===== src/rtl/clock_seq_if.sv =====
// clock_seq_if: status and control signals between the clock sequencer and
// the rest of the design.
//   locked   : DCM lock status (asynchronous to the system clock)
//   modelReq : requested machine model, level (asynchronous)
//   keyReset : one-cycle user reset request (synchronous)
//   model    : clock mux select driven back to the DCM block
//   rstOut   : synchronous active-high core reset
//   ce7M0    : 7 MHz pixel clock-enable strobe
//   ce3M5    : 3.5 MHz CPU clock-enable strobe
// master = environment/stimulus side, slave = sequencer side.
interface clock_seq_if;
  logic locked;
  logic modelReq;
  logic keyReset;
  logic model;
  logic rstOut;
  logic ce7M0;
  logic ce3M5;

  modport master (
    output locked, modelReq, keyReset,
    input  model, rstOut, ce7M0, ce3M5
  );

  modport slave (
    input  locked, modelReq, keyReset,
    output model, rstOut, ce7M0, ce3M5
  );
endinterface


===== src/rtl/clock_seq.sv =====
// clock_seq: clock-domain sequencer on the 56 MHz system clock.
// Watches DCM lock and the requested machine model, drives the clock mux
// select, holds the core in reset across lock loss and model switches, and
// generates the 7 MHz / 3.5 MHz clock-enable strobes.
// Ports:
//   clock56 : system clock (mux output), rising-edge logic
//   reset   : asynchronous active-high reset
//   bus     : clock_seq_if.slave (locked, modelReq, keyReset in;
//             model, rstOut, ce7M0, ce3M5 out)
// Parameters:
//   HOLD  : consecutive locked cycles required before releasing reset
//   DRAIN : reset-asserted cycles before the mux select is toggled
module clock_seq #(
  parameter int HOLD  = 1024,
  parameter int DRAIN = 16
) (
  input logic      clock56,
  input logic      reset,
  clock_seq_if.slave bus
);

  localparam int MAXC = (HOLD > DRAIN) ? HOLD : DRAIN;
  localparam int CW   = (MAXC > 1) ? $clog2(MAXC) : 1;
  localparam logic [CW-1:0] HOLD_LAST  = CW'(HOLD - 1);
  localparam logic [CW-1:0] DRAIN_LAST = CW'(DRAIN - 1);

  typedef enum logic [1:0] {
    S_WAITLOCK = 2'd0,
    S_RUN      = 2'd1,
    S_DRAIN    = 2'd2,
    S_SWITCH   = 2'd3
  } state_t;

  logic          locked_p0, locked_p1;
  logic          model_p0, model_p1;
  state_t        state, state_nxt;
  logic [CW-1:0] cnt, cnt_nxt;
  logic          model_r, model_nxt;
  logic [3:0]    div, div_nxt;
  logic          rst_r, ce7_r, ce3_r;

  // Next-state logic. One counter serves both the lock hold-off in
  // WAITLOCK and the drain delay in DRAIN; it is cleared on every entry.
  always_comb begin
    state_nxt = state;
    cnt_nxt   = cnt;
    model_nxt = model_r;
    case (state)
      S_WAITLOCK: begin
        if (!locked_p1 || bus.keyReset) begin
          cnt_nxt = '0;
        end else if (cnt == HOLD_LAST) begin
          state_nxt = S_RUN;
          cnt_nxt   = '0;
        end else begin
          cnt_nxt = cnt + CW'(1);
        end
      end
      S_RUN: begin
        if (!locked_p1 || bus.keyReset) begin
          state_nxt = S_WAITLOCK;
          cnt_nxt   = '0;
        end else if (model_p1 != model_r) begin
          state_nxt = S_DRAIN;
          cnt_nxt   = '0;
        end
      end
      S_DRAIN: begin
        // Lock, keyReset and model requests are deliberately ignored here:
        // once draining starts the switch always completes.
        if (cnt == DRAIN_LAST) begin
          state_nxt = S_SWITCH;
          model_nxt = ~model_r;
          cnt_nxt   = '0;
        end else begin
          cnt_nxt = cnt + CW'(1);
        end
      end
      S_SWITCH: begin
        state_nxt = S_WAITLOCK;
        cnt_nxt   = '0;
      end
      default: begin
        state_nxt = S_WAITLOCK;
        cnt_nxt   = '0;
      end
    endcase

    // Divider only advances while staying in RUN, so it restarts from 0
    // every time the core leaves reset.
    if ((state == S_RUN) && (state_nxt == S_RUN)) begin
      div_nxt = div + 4'd1;
    end else begin
      div_nxt = 4'd0;
    end
  end

  always_ff @(posedge clock56 or posedge reset) begin
    if (reset) begin
      locked_p0 <= 1'b0;
      locked_p1 <= 1'b0;
      model_p0  <= 1'b0;
      model_p1  <= 1'b0;
      state     <= S_WAITLOCK;
      cnt       <= '0;
      model_r   <= 1'b0;
      div       <= 4'd0;
      rst_r     <= 1'b1;
      ce7_r     <= 1'b0;
      ce3_r     <= 1'b0;
    end else begin
      // Stage p0 -> p1: two-flop synchronizers for the asynchronous inputs.
      locked_p0 <= bus.locked;
      locked_p1 <= locked_p0;
      model_p0  <= bus.modelReq;
      model_p1  <= model_p0;

      state   <= state_nxt;
      cnt     <= cnt_nxt;
      model_r <= model_nxt;
      div     <= div_nxt;

      // Outputs are registered from the next-state values so that rstOut
      // and the strobes change on the same edge the state enters/leaves RUN.
      rst_r <= (state_nxt != S_RUN);
      ce7_r <= (state_nxt == S_RUN) && (div_nxt[2:0] == 3'd7);
      ce3_r <= (state_nxt == S_RUN) && (div_nxt == 4'd15);
    end
  end

  assign bus.model  = model_r;
  assign bus.rstOut = rst_r;
  assign bus.ce7M0  = ce7_r;
  assign bus.ce3M5  = ce3_r;

endmodule


===== src/flat_wrapper.sv =====
// flat-port wrapper written by rule: the top's interface ports become plain ports
module clock_seq_flat 
#(
  parameter int HOLD  = 1024,
  parameter int DRAIN = 16
)
  (clock56, reset, bus_locked, bus_modelReq, bus_keyReset, bus_model, bus_rstOut, bus_ce7M0, bus_ce3M5);
  clock_seq_if bus_i ();
  input logic clock56;
  input logic reset;
  input wire logic [$bits(bus_i.locked)-1:0] bus_locked;
  input wire logic [$bits(bus_i.modelReq)-1:0] bus_modelReq;
  input wire logic [$bits(bus_i.keyReset)-1:0] bus_keyReset;
  output wire logic [$bits(bus_i.model)-1:0] bus_model;
  output wire logic [$bits(bus_i.rstOut)-1:0] bus_rstOut;
  output wire logic [$bits(bus_i.ce7M0)-1:0] bus_ce7M0;
  output wire logic [$bits(bus_i.ce3M5)-1:0] bus_ce3M5;
  assign bus_i.locked = bus_locked;
  assign bus_i.modelReq = bus_modelReq;
  assign bus_i.keyReset = bus_keyReset;
  assign bus_model = bus_i.model;
  assign bus_rstOut = bus_i.rstOut;
  assign bus_ce7M0 = bus_i.ce7M0;
  assign bus_ce3M5 = bus_i.ce3M5;
  clock_seq #(.HOLD(HOLD), .DRAIN(DRAIN)) u_core (.clock56(clock56), .reset(reset), .bus(bus_i));
endmodule

===== config.mk =====
export PLATFORM = sky130hd
export DESIGN_NAME = clock_seq_flat
export DESIGN_NICKNAME = d
export VERILOG_FILES = /design/src/rtl/clock_seq_if.sv /design/src/rtl/clock_seq.sv /design/src/flat_wrapper.sv
export SDC_FILE = /design/constraint.sdc
export NUM_CORES = 1
export LEC_CHECK = 0
export ABC_AREA = 0
export BUFFER_PORTS_ARGS = -buffer_cell sky130_fd_sc_hd__buf_2
export CAP_MARGIN = 15
export CELL_PAD_IN_SITES_DETAIL_PLACEMENT = 2
export CELL_PAD_IN_SITES_GLOBAL_PLACEMENT = 2
export CORE_MARGIN = 1.5
export CORE_UTILIZATION = 30
export CTS_CLUSTER_DIAMETER = 200
export CTS_CLUSTER_SIZE = 20
export DETAILED_ROUTE_END_ITERATION = 16
export GPL_ROUTABILITY_DRIVEN = 0
export GPL_TIMING_DRIVEN = 0
export PLACE_DENSITY_LB_ADDON = 0.1
export SYNTH_ARGS = -nofsm -noshare
export SYNTH_HDL_FRONTEND = slang
export SYNTH_SLANG_ARGS = --single-unit

===== constraint.sdc =====
create_clock -name clock56 -period 2.2 [get_ports clock56]
set_input_delay 0.11 -clock clock56 [delete_from_list [all_inputs] [get_ports clock56]]
set_output_delay 0.11 -clock clock56 [all_outputs]
set_load 0.02 [all_outputs]

==> metrics.md, run 1 <==
| Metric | Value |
|---|---|
| Status | finished clean |
| Synth top area share | 0.4646 |
| Pwr/cell area | 596.9 nW/um2 |
| Post-synthesis mux area share | 0 |
| Adder-Cell Fraction of Synth Area | 0.02020 |
| Combinational power share | 0.020 |
| Yosys warns | 0 |
| Clk_lat worst skew | 0.28 ns |
| Root buffer cell | clkbuf_8 |
| Clock power share | 0.463 |
| Least-Margin Pin Slew | 0.9272 ns |
| Tmin final | 2.066 ns |
| Detailed-route DRC error count | 0 |
| Setup TNS | 0 ns |
| Design Area, Final | 1448 um2 |
| Peak Freq | 484.0 MHz |
| Ports | 9 |
| Critical path's largest stage delay | 0.58 ns |
| Ranking of synthesized cells by area | dfrtp_1 (46%), nand2_1 (3.3%), a221o_1 (3.2%) |
| Drt pass-1 iters | 4 |
| Period utilization | 0.9391 |
| Worst VDD drop | 0.0002066 V |
| GRT Util Overall | 0.1604 |
| Final hold viol count | 0 |
| Crit. End Element | flip-flop |
| Switching Power | 169.5 uW |
| Synth unique cells | 44 |
| Hold Worst Slack | 0.02074 ns |
| CP Max Fanout | 8 |
| Final wirelength | 3073 um |
| Drt initial violations | 19 |
| Clock Pin Slew Worst Setup and Hold Paths | 0.09 ns |
| Clock skew | 0.007102 ns |
| Placed cell areas | 1341 um2 |
| Clock Sinks | 24 |
| Syn nets | 122 |
| Leak | 0.5808 nW |
| Worst EP arrival | 2.23 ns |
| Post-DRT Antenna Nets | 0 |
| Post-synth ARST share | 1.000 |
| # diodes | 0 |
| Post-synth top area cell | dfrtp_1 |
| Main flop type after synthesis | dfrtp_1 |
| Final slew viol count | 0 |
| Syn avg cell area | 10.77 um2 |
| Die Height | 67.26 um |
| Gr ovfl total | 0 |
| Post-Layout Cell Count | 179 |
| Max cap viols | 0 |
| Post-synth EDFFs | 0 |
| Post-Synth Simple-Gate Area | 0.2414 |
| Crit path kind | reg -> reg |
| Dpl cells | 173 |
| Seq pwr share | 0.516 |
| Crit start category | flip-flop |
| Vias in the first global route | 1,054 |
| Clk buf depth | 2 |
| I/O Buffers | 8 |
| Initial Util | 0.3119 |
| RSZ-0062 raised after global routing | false |
| Slowest CP cell | or4_4 |
| Switching Fraction | 0.1962 |
| Normalized max-slew margin | 0.3812 |
| First-pass GRT wire length | 5168 um |
| Cell area after synthesis | 1239 um2 |
| Worst path bufs/invs | 0 |
| Endpoints failing setup | 0 |
| Initial antenna violation count | 0 |
| Worst EP required | 2.36 ns |
| Worst path top cell family by delay | compound AO/OA/AOI/OAI gates |
| Seq/Total Area, Yosys | 0.4859 |
| Largest net degree at the start of global routing | 25 |
| Post-Syn Instances | 115 |
| H-tree lvl count | 1 |
| Nets | 137 |
| Placeable Area | 3971 um2 |
| Min-Delay Path Class | in -> async |
| Most common cell in the synthesized netlist | dfrtp_1 |
| Num CTS Buffers | 3 |
| WL per Instance | 17.17 um |
| R2R cell count | 4 |
| CTS tree | done |
| Die Wd | 67.26 um |
| Synth Area in Compound Gates | 0.1879 |
| Area grow syn2layout | 16.87% |
| Cell breakdown of the critical path | or4_4 > o31ai_4 > nand2_4 > a221o_1 |
| Int Power | 694.6 uW |
| Main combinational cell family by area after synthesis | simple AND/OR/NAND/NOR gates |
| Vias | 957 |
| Layout cells sized above 1 | 0.2558 |
| Synth cell count leaders | dfrtp_1 (23), nand2_1 (11), nand3_1 (8), a21oi_1 (6), nor2_1 (5) |
| Routed vias/inst | 5.346 |
| HPWL after DPL | 2175 um |
| Yosys reg bits | 24 |
| Crit path depth | 4 |
| Post-Synth XOR/XNOR Area | 0.02828 |
| Die area | 4523 um2 |
| Row cnt | 23 |
==> final cells by class <==
cell class,instances,area [um2]
buffer,4,33.78
clock buffer,3,41.29
clock inverter,1,30.03
fill,440,2524
inverter,3,11.26
multi-input combinational,84,606.8
sequential,24,601.8
tap,50,62.56
timing repair buffer,10,60.06
==> cells by family (layout without fill, tap and decap cells) <==
family | after synthesis | count (layout)
buffers and inverters | 7 | 21
adder cells (fa/ha/maj) | 2 | 2
flip-flops | 24 | 24
XOR/XNOR | 4 | 4
AND/OR/NAND/NOR | 50 | 50
AO/OA/AOI/OAI | 28 | 28
==> registers in the layout, indices dropped and copies added (netlist names) <==
signal and cells:
u_core.model_p0 1, u_core.bus.ce3M5 1, u_core.model_p1 1, u_core.cnt 10, u_core.bus.rstOut 1, u_core.state 2, u_core.locked_p0 1, u_core.locked_p1 1
u_core.bus.ce7M0 1, u_core.div 4, u_core.bus.model 1
==> power by group through the flow <==
stage                     Clock, mW  Combinational, mW  Sequential (mW)
after floorplan                   0            0.00852            0.454
after global placement            0             0.0154            0.455
after detailed placement          0             0.0161            0.455
after CTS                     0.409             0.0189            0.446
after global routing          0.428             0.0208            0.447
final                         0.400             0.0177            0.446
==> through the flow <==
stage / setup WS [ns] / total power [mW] / util
after floorplan: 0.3690 / 0.4627 / -
after global placement: 0.1422 / 0.4700 / 0.3377
after detailed placement: 0.1322 / 0.4708 / 0.3377
after CTS: 0.1087 / 0.8737 / 0.3607
after global routing: 0.03900 / 0.8952 / 0.3645
final: 0.1341 / 0.8641 / 0.3645
==> path summary, 6_finish.rpt <==
path,slack (ns),end,from
worst max register to register,0.13,u_core.cnt[2]$_DFFE_PP0P_,u_core.cnt[7]$_DFFE_PP0P_
min in group clock56,0.15,u_core.bus.rstOut$_DFF_PP1_,bus_keyReset
worst min register to register,0.36,u_core.model_p1$_DFF_PP0_,u_core.model_p0$_DFF_PP0_
worst max-delay path,0.13,u_core.cnt[2]$_DFFE_PP0P_,u_core.cnt[7]$_DFFE_PP0P_
worst min-delay path,0.02,u_core.div[0]$_DFF_PP0_,reset
max in group asynchronous,1.61,u_core.cnt[6]$_DFFE_PP0P_,reset
==> layer usage <==
layer / track usage / wire, um / part of all wire / vias to the layer above
met3: 0.03500 / 80 / 0.026 / 5
met2: 0.2847 / 1555 / 0.51 / 10
li1: - / - / - / 453
met1: 0.1817 / 1375 / 0.45 / 489
met4: 0.07653 / 62 / 0.020 / 0
met5: 0 / 0 / 0 / -
==> placed cells by master (no fill, tap or decap), types with 4 or more instances in the layout <==
cell type and count:
a21oi_1 6, a221o_1 4, nand2_1 11, nor2_1 5
buf_2 8, nand3_1 8, dfrtp_1 23
==> repair_timing <==
| action | in CTS | in global routing |
|---|---|---|
| hold buffers | 2 | 0 |
| resized for setup | 0 | 2 |
| buffers inserted | 0 | 0 |
| endpoints found under the setup margin | 0 | 2 |
| endpoints found under the hold margin | 2 | 0 |
No activity file was read; power rests on OpenSTA's default activity.
==> run 2: changes to the inputs <==
--- a/config.mk
+++ b/config.mk
@@ -12,4 +12,4 @@
 export CELL_PAD_IN_SITES_GLOBAL_PLACEMENT = 2
-export CORE_MARGIN = 1.5
-export CORE_UTILIZATION = 30
+export CORE_MARGIN = 2
+export CORE_UTILIZATION = 38
 export CTS_CLUSTER_DIAMETER = 200
--- a/constraint.sdc
+++ b/constraint.sdc
@@ -3,2 +3,2 @@
 set_output_delay 0.11 -clock clock56 [all_outputs]
-set_load 0.02 [all_outputs]
+set_load 0.01 [all_outputs]
==> metrics.md, run 2 (synthesized netlist as in run 1, its figures left out) <==
| Metric | Value |
|---|---|
| Crit. End Element | flip-flop |
| CP Max Fanout | 7 (-1) |
| R2R Setup Slk | 0.10 ns (-0.03 ns) |
| Normalized max-slew margin | 0.3995 (+0.01830) |
| Die area | 3733 um2 (-17%) |
| Num CTS Buffers | 3 (unchanged) |
| Clock Sinks | 24 (unchanged) |
| # diodes | 0 (unchanged) |
| Max cap viols | 0 (unchanged) |
| R2r startpoint | u_core.cnt[6]$_DFFE_PP0P_ |
| Clk_lat worst skew | 0.32 ns (+0.04 ns) |
| Area grow syn2layout | 14.85% |
| Crit path kind | reg -> reg |
| R2R cell count | 4 (unchanged) |
| Die Wd | 61.10 um (-9.2%) |
| Vias | 983 (+2.7%) |
| Max FFs per register | 10 (unchanged) |
| Critical Path Source | u_core.cnt[6]$_DFFE_PP0P_ |
| Clock Pin Slew Worst Setup and Hold Paths | 0.14 ns (+0.05 ns) |
| GRT Util Overall | 0.1853 (+0.02494) |
| Int Power | 636.6 uW (-8.3%) |
| Most frequent cells in the layout | dfrtp_1 (23), nand2_1 (11), nand3_1 (8), buf_2 (8), a21oi_1 (6) |
| Drt pass-1 iters | 4 (unchanged) |
| CTS tree | done |
| Most common cell after layout, fill and taps aside | dfrtp_1 |
| Final wirelength | 2921 um (-4.9%) |
| RSZ-0062 raised after global routing | false |
| Worst EP required | 2.42 ns (+0.06 ns) |
| Routed vias/inst | 5.649 (+5.7%) |
| Final slew viol count | 0 (unchanged) |
| Tmin final | 2.096 ns (+0.03054 ns) |
| Seq pwr share | 0.567 (+0.051) |
| Initial Util | 0.4024 (+0.09053) |
| H-tree lvl count | 1 (unchanged) |
| Layout cells sized above 1 | 0.2538 (-0.001968) |
| HPWL after DPL | 2171 um (-0.21%) |
| I/O Buffers | 8 (unchanged) |
| Switching Fraction | 0.1911 (-0.005099) |
| Setup TNS | 0 ns (unchanged) |
| Leak | 0.5760 nW (-0.83%) |
| Detailed-route DRC error count | 0 (unchanged) |
| Status | finished clean |
| Nets | 138 (+0.73%) |
| Biggest regs | u_core.cnt: 10 flops, u_core.div: 4 flops, u_core.state: 2 flops |
| Min-Delay Path Class | in -> reg |
| Largest Register | u_core.cnt |
| Drt initial violations | 26 (+7) |
| Row cnt | 20 (-13%) |
| Least-Margin Pin Slew | 0.8998 ns (-0.02742 ns) |
| Gr ovfl total | 0 (unchanged) |
| Vias in the first global route | 1,012 (-4.0%) |
| Worst EP arrival | 2.31 ns (+0.08 ns) |
| Worst setup margin | 0.1035 ns (-0.03054 ns) |
| Worst VDD drop | 0.0002619 V (+27%) |
| First-pass GRT wire length | 4919 um (-4.8%) |
| Switching Power | 150.4 uW (-11%) |
| Pwr/cell area | 553.2 nW/um2 (-7.3%) |
| Total Power | 787.0 uW (-8.9%) |
| Post-DRT Antenna Nets | 0 (unchanged) |
| Crit start category | flip-flop |
| Ports | 9 (unchanged) |
| Crit path capture | u_core.cnt[2]$_DFFE_PP0P_ |
| Peak Freq | 477.0 MHz (-1.5%) |
| Period utilization | 0.9529 (+0.01388) |
| Clock skew | 0.003218 ns (-0.003885 ns) |
| WL per Instance | 16.79 um (-2.2%) |
| Endpoints failing setup | 0 (unchanged) |
| Root buffer cell | clkbuf_4 |
| Largest net degree at the start of global routing | 25 (unchanged) |
| Placeable Area | 3078 um2 (-22%) |
| Final hold viol count | 0 (unchanged) |
| Pre-CTS setup slack | 0.1090 ns (-0.02316 ns) |
| Reg2reg end | u_core.cnt[2]$_DFFE_PP0P_ |
| Die Height | 61.10 um (-9.2%) |
| Combinational power share | 0.024 (+0.004) |
| Clk buf depth | 2 (unchanged) |
| Clock power share | 0.409 (-0.054) |
| Fin util | 0.4622 (+0.09767) |
| Initial antenna violation count | 0 (unchanged) |
## run 2: cell count changes in the layout (fill, tap and decap cells not counted)
cell | previous run | this run
dlygate4sd3_1 | 2 | 3
o31ai_4 | 2 | 1
clkbuf_4 | 0 | 3
clkbuf_8 | 3 | 0
o31ai_2 | 0 | 1
## run 2: power groups by stage
stage	Combinational, mW	Clock, mW	Sequential (mW)
final	0.0187	0.322	0.446
after global routing	0.0211	0.338	0.447
after CTS	0.0191	0.332	0.447
after detailed placement	0.0153	0	0.455
after global placement	0.0150	0	0.455
after floorplan	0.00852	0	0.454
## run 2: area by class of cell
type | count | area [um2]
plain buffers | 4 | 33.78
repair buffers | 11 | 70.07
well taps | 44 | 55.05
clock buffers | 3 | 22.52
clock inverters | 1 | 30.03
multi-input cells | 84 | 598.1
fillers | 326 | 1655
flip-flops and latches | 24 | 601.8
inverters | 3 | 11.26
## run 2: layer usage
layer / share of wire / GRT usage
met1: 0.48 / 0.2477
met2: 0.49 / 0.3040
met3: 0.022 / 0.03151
met4: 0.012 / 0.06522
met5: 0 / 0
## run 2: timing repair
action | in CTS | in global routing
endpoints found under the setup margin | 0 | 2
hold buffers | 3 | 0
setup buffers | 0 | 0
gates resized for setup | 0 | 1
hold endpoints to repair | 25 | 0
## run 2: per-stage QoR
stage                     cells  hold WS (ns)  cell area (um2)
after floorplan             115        0.1239             1239
after global placement      167        0.2196             1334
after detailed placement    167        0.2198             1334
after CTS                   174       0.06786             1416
after global routing        174        0.1086             1423
final                       174       0.09088             1423
## run 2: worst min path at each step
stage	from	to	slack, ns	depth (start not counted)
2_1_floorplan	reset	u_core.bus.ce3M5$_DFF_PP0_	0.12	1
3_3_place_gp	bus_modelReq	u_core.model_p0$_DFF_PP0_	0.22	1
3_5_place_dp	bus_locked	u_core.locked_p0$_DFF_PP0_	0.22	1
4_1_cts	bus_keyReset	u_core.bus.rstOut$_DFF_PP1_	0.07	3
5_1_grt	bus_keyReset	u_core.bus.rstOut$_DFF_PP1_	0.11	3
6_report	bus_keyReset	u_core.bus.rstOut$_DFF_PP1_	0.09	3
## run 2: worst max-delay path, cell delays in order (launching register included)
cell,delay (ns)
dfrtp_1,0.47
or4_4,0.59
o31ai_4,0.46
nand2_4,0.15
a221o_1,0.32
==> run 3: changes to the inputs <==
- PLACE_DENSITY_LB_ADDON: 0.1 -> 0.15
==> metrics.md, run 3 (synthesized netlist as in run 1, its figures left out) <==
| Metric | Value |
|---|---|
| Combinational power share | 0.024 (about the same) |
| Crit path kind | reg -> reg |
| Most common cell after layout, fill and taps aside | dfrtp_1 |
| Final hold viol count | 0 (unchanged) |
| Gr ovfl total | 0 (unchanged) |
| Final wirelength | 3194 um (+9.3%) |
| Worst setup margin | 0.1358 ns (+0.03224 ns) |
| Ports | 9 (unchanged) |
| Die area | 3733 um2 (unchanged) |
| Initial Util | 0.4024 (unchanged) |
| Routed vias/inst | 5.672 (+0.41%) |
| H-tree lvl count | 1 (unchanged) |
| Filler cells | 334 (+2.5%) |
| Die Wd | 61.10 um (unchanged) |
| Area grow syn2layout | 15.56% |
| RSZ-0062 raised after global routing | false |
| Clock skew | 0.002538 ns (-0.0006800 ns) |
| Crit. End Element | flip-flop |
| Post-DRT Antenna Nets | 0 (unchanged) |
| Drt pass-1 iters | 4 (unchanged) |
| Nets | 138 (unchanged) |
| Switching Fraction | 0.1914 (+0.0003480) |
| Int Power | 636.7 uW (about the same) |
| GRT Util Overall | 0.2021 (+0.01678) |
| Largest net degree at the start of global routing | 25 (unchanged) |
| Initial antenna violation count | 0 (unchanged) |
| Seq pwr share | 0.567 (about the same) |
| I/O Buffers | 8 (unchanged) |
| Pre-CTS setup slack | 0.09881 ns (-0.01021 ns) |
| Setup TNS | 0 ns (unchanged) |
| CTS tree | done |
| Critical path's largest stage delay | 0.57 ns (-0.02 ns) |
| Pwr/cell area | 550.1 nW/um2 (-0.56%) |
| Placeable Area | 3078 um2 (unchanged) |
| HPWL after DPL | 2254 um (+3.8%) |
| Vias | 987 (+0.41%) |
| Most frequent cells in the layout | dfrtp_1 (23), nand2_1 (11), nand3_1 (8), buf_2 (8), a21oi_1 (6) |
| Status | finished clean |
| Total Power | 787.4 uW (about the same) |
| Layout cells sized above 1 | 0.2538 (unchanged) |
| Switching Power | 150.7 uW (+0.23%) |
| Clock Sinks | 24 (unchanged) |
| R2R cell count | 4 (unchanged) |
| Normalized max-slew margin | 0.3966 (-0.002909) |
| Clk_lat worst skew | 0.32 ns (about the same) |
| CP Max Fanout | 8 (+1) |
| Design Area, Final | 1431 um2 (+0.62%) |
| Placed cell areas | 1334 um2 (unchanged) |
| Leak | 0.5773 nW (+0.21%) |
| Dpl cells | 167 (unchanged) |
| Drt initial violations | 17 (-35%) |
| Detailed-route DRC error count | 0 (unchanged) |
| Hold Crit Depth | 3 (unchanged) |
| WL per Instance | 18.36 um (+9.3%) |
| Clock power share | 0.409 (about the same) |
| Die Height | 61.10 um (unchanged) |
| Least-Margin Pin Slew | 0.9042 ns (+0.004358 ns) |
| Clk buf depth | 2 (unchanged) |
| First-pass GRT wire length | 5409 um (+10%) |
| Worst path top cell family by delay | compound AO/OA/AOI/OAI gates |
| Tmin final | 2.064 ns (-0.03224 ns) |
| Root buffer cell | clkbuf_4 |
| Biggest regs | u_core.cnt: 10 flops, u_core.div: 4 flops, u_core.state: 2 flops |
| Worst EP arrival | 2.28 ns (-0.03 ns) |
| Worst VDD drop | 0.0002335 V (-11%) |
| Min-Delay Path Class | in -> reg |
| Max FFs per register | 10 (unchanged) |
| Crit path depth | 4 (unchanged) |
| Clock Pin Slew Worst Setup and Hold Paths | 0.14 ns (about the same) |
| Worst EP required | 2.42 ns (about the same) |
| Crit start category | flip-flop |
| Setup Fix Bufs, Post-CTS | 0 (unchanged) |
| Final slew viol count | 0 (unchanged) |
| Period utilization | 0.9383 (-0.01466) |
| Cell breakdown of the critical path | or4_4 > o31ai_4 > nand2_4 > a221o_1 |
| Row cnt | 20 (unchanged) |
| # diodes | 0 (unchanged) |
| Vias in the first global route | 1,082 (+6.9%) |
| Max cap viols | 0 (unchanged) |
| Largest Register | u_core.cnt |
| Slowest CP cell | or4_4 |
| Worst path bufs/invs | 0 (unchanged) |
| Num CTS Buffers | 3 (unchanged) |
| Endpoints failing setup | 0 (unchanged) |
| Peak Freq | 484.4 MHz (+1.6%) |
| Post-Layout Cell Count | 174 (unchanged) |
[run 3: cell counts in the layout (fill, tap and decap cells not counted)]
No cell type changed its count.
[run 3: tightest hold or removal path, cell delays in order]
cell and delay (ns):
buf_2 0.12, nor3b_1 0.09, nand2_1 0.09
[run 3: what timing repair did]
action                                  4_1_cts  5_1_grt
gates resized for setup                       0        2
hold buffers                                  3        0
endpoints found under the hold margin        25        0
endpoints found under the setup margin        0        8
[run 3: per-layer routing]
metal | share of wire | wire length, um | global-route usage | vias up
li1 | - | - | - | 459
met1 | 0.45 | 1448 | 0.2640 | 512
met2 | 0.52 | 1654 | 0.3526 | 12
met3 | 0.017 | 54 | 0.02521 | 4
met4 | 0.012 | 37 | 0.05590 | 0
met5 | 0 | 0 | 0 | -
[run 3: power groups by stage]
| stage | logic (mW) | registers (mW) | clock network, mW |
|---|---|---|---|
| 5_1_grt | 0.0220 | 0.448 | 0.352 |
| 3_5_place_dp | 0.0152 | 0.455 | 0 |
| 6_report | 0.0189 | 0.447 | 0.322 |
| 4_1_cts | 0.0190 | 0.447 | 0.332 |
| 3_3_place_gp | 0.0150 | 0.454 | 0 |
| 2_1_floorplan | 0.00852 | 0.454 | 0 |
[run 3: cell type report]
class / count / area, um2 / area share
well taps: 44 / 55.05 / 0.03846
inverters: 3 / 11.26 / 0.007867
plain buffers: 4 / 33.78 / 0.02360
flip-flops and latches: 24 / 601.8 / 0.4205
clock inverters: 1 / 30.03 / 0.02098
clock buffers: 3 / 22.52 / 0.01573
multi-input cells: 84 / 606.8 / 0.4240
repair buffers: 11 / 70.07 / 0.04895
[run 3: through the flow]
stage,hold slack (ns),utilization
3_3_place_gp,0.2201,0.4333
4_1_cts,0.09940,0.4602
6_report,0.1211,0.4650
2_1_floorplan,0.1239,-
3_5_place_dp,0.2209,0.4333
5_1_grt,0.1092,0.4650
[run 3: final timing paths]
check / start / to / slack, ns
min in group asynchronous: reset / u_core.state[1]$_DFF_PP0_ / 0.53
min reg2reg: u_core.locked_p0$_DFF_PP0_ / u_core.locked_p1$_DFF_PP0_ / 0.37
max: u_core.cnt[7]$_DFFE_PP0P_ / u_core.cnt[2]$_DFFE_PP0P_ / 0.14
max in group asynchronous: reset / u_core.cnt[7]$_DFFE_PP0P_ / 1.12
min: bus_keyReset / u_core.bus.rstOut$_DFF_PP1_ / 0.12
max reg2reg: u_core.cnt[7]$_DFFE_PP0P_ / u_core.cnt[2]$_DFFE_PP0P_ / 0.14
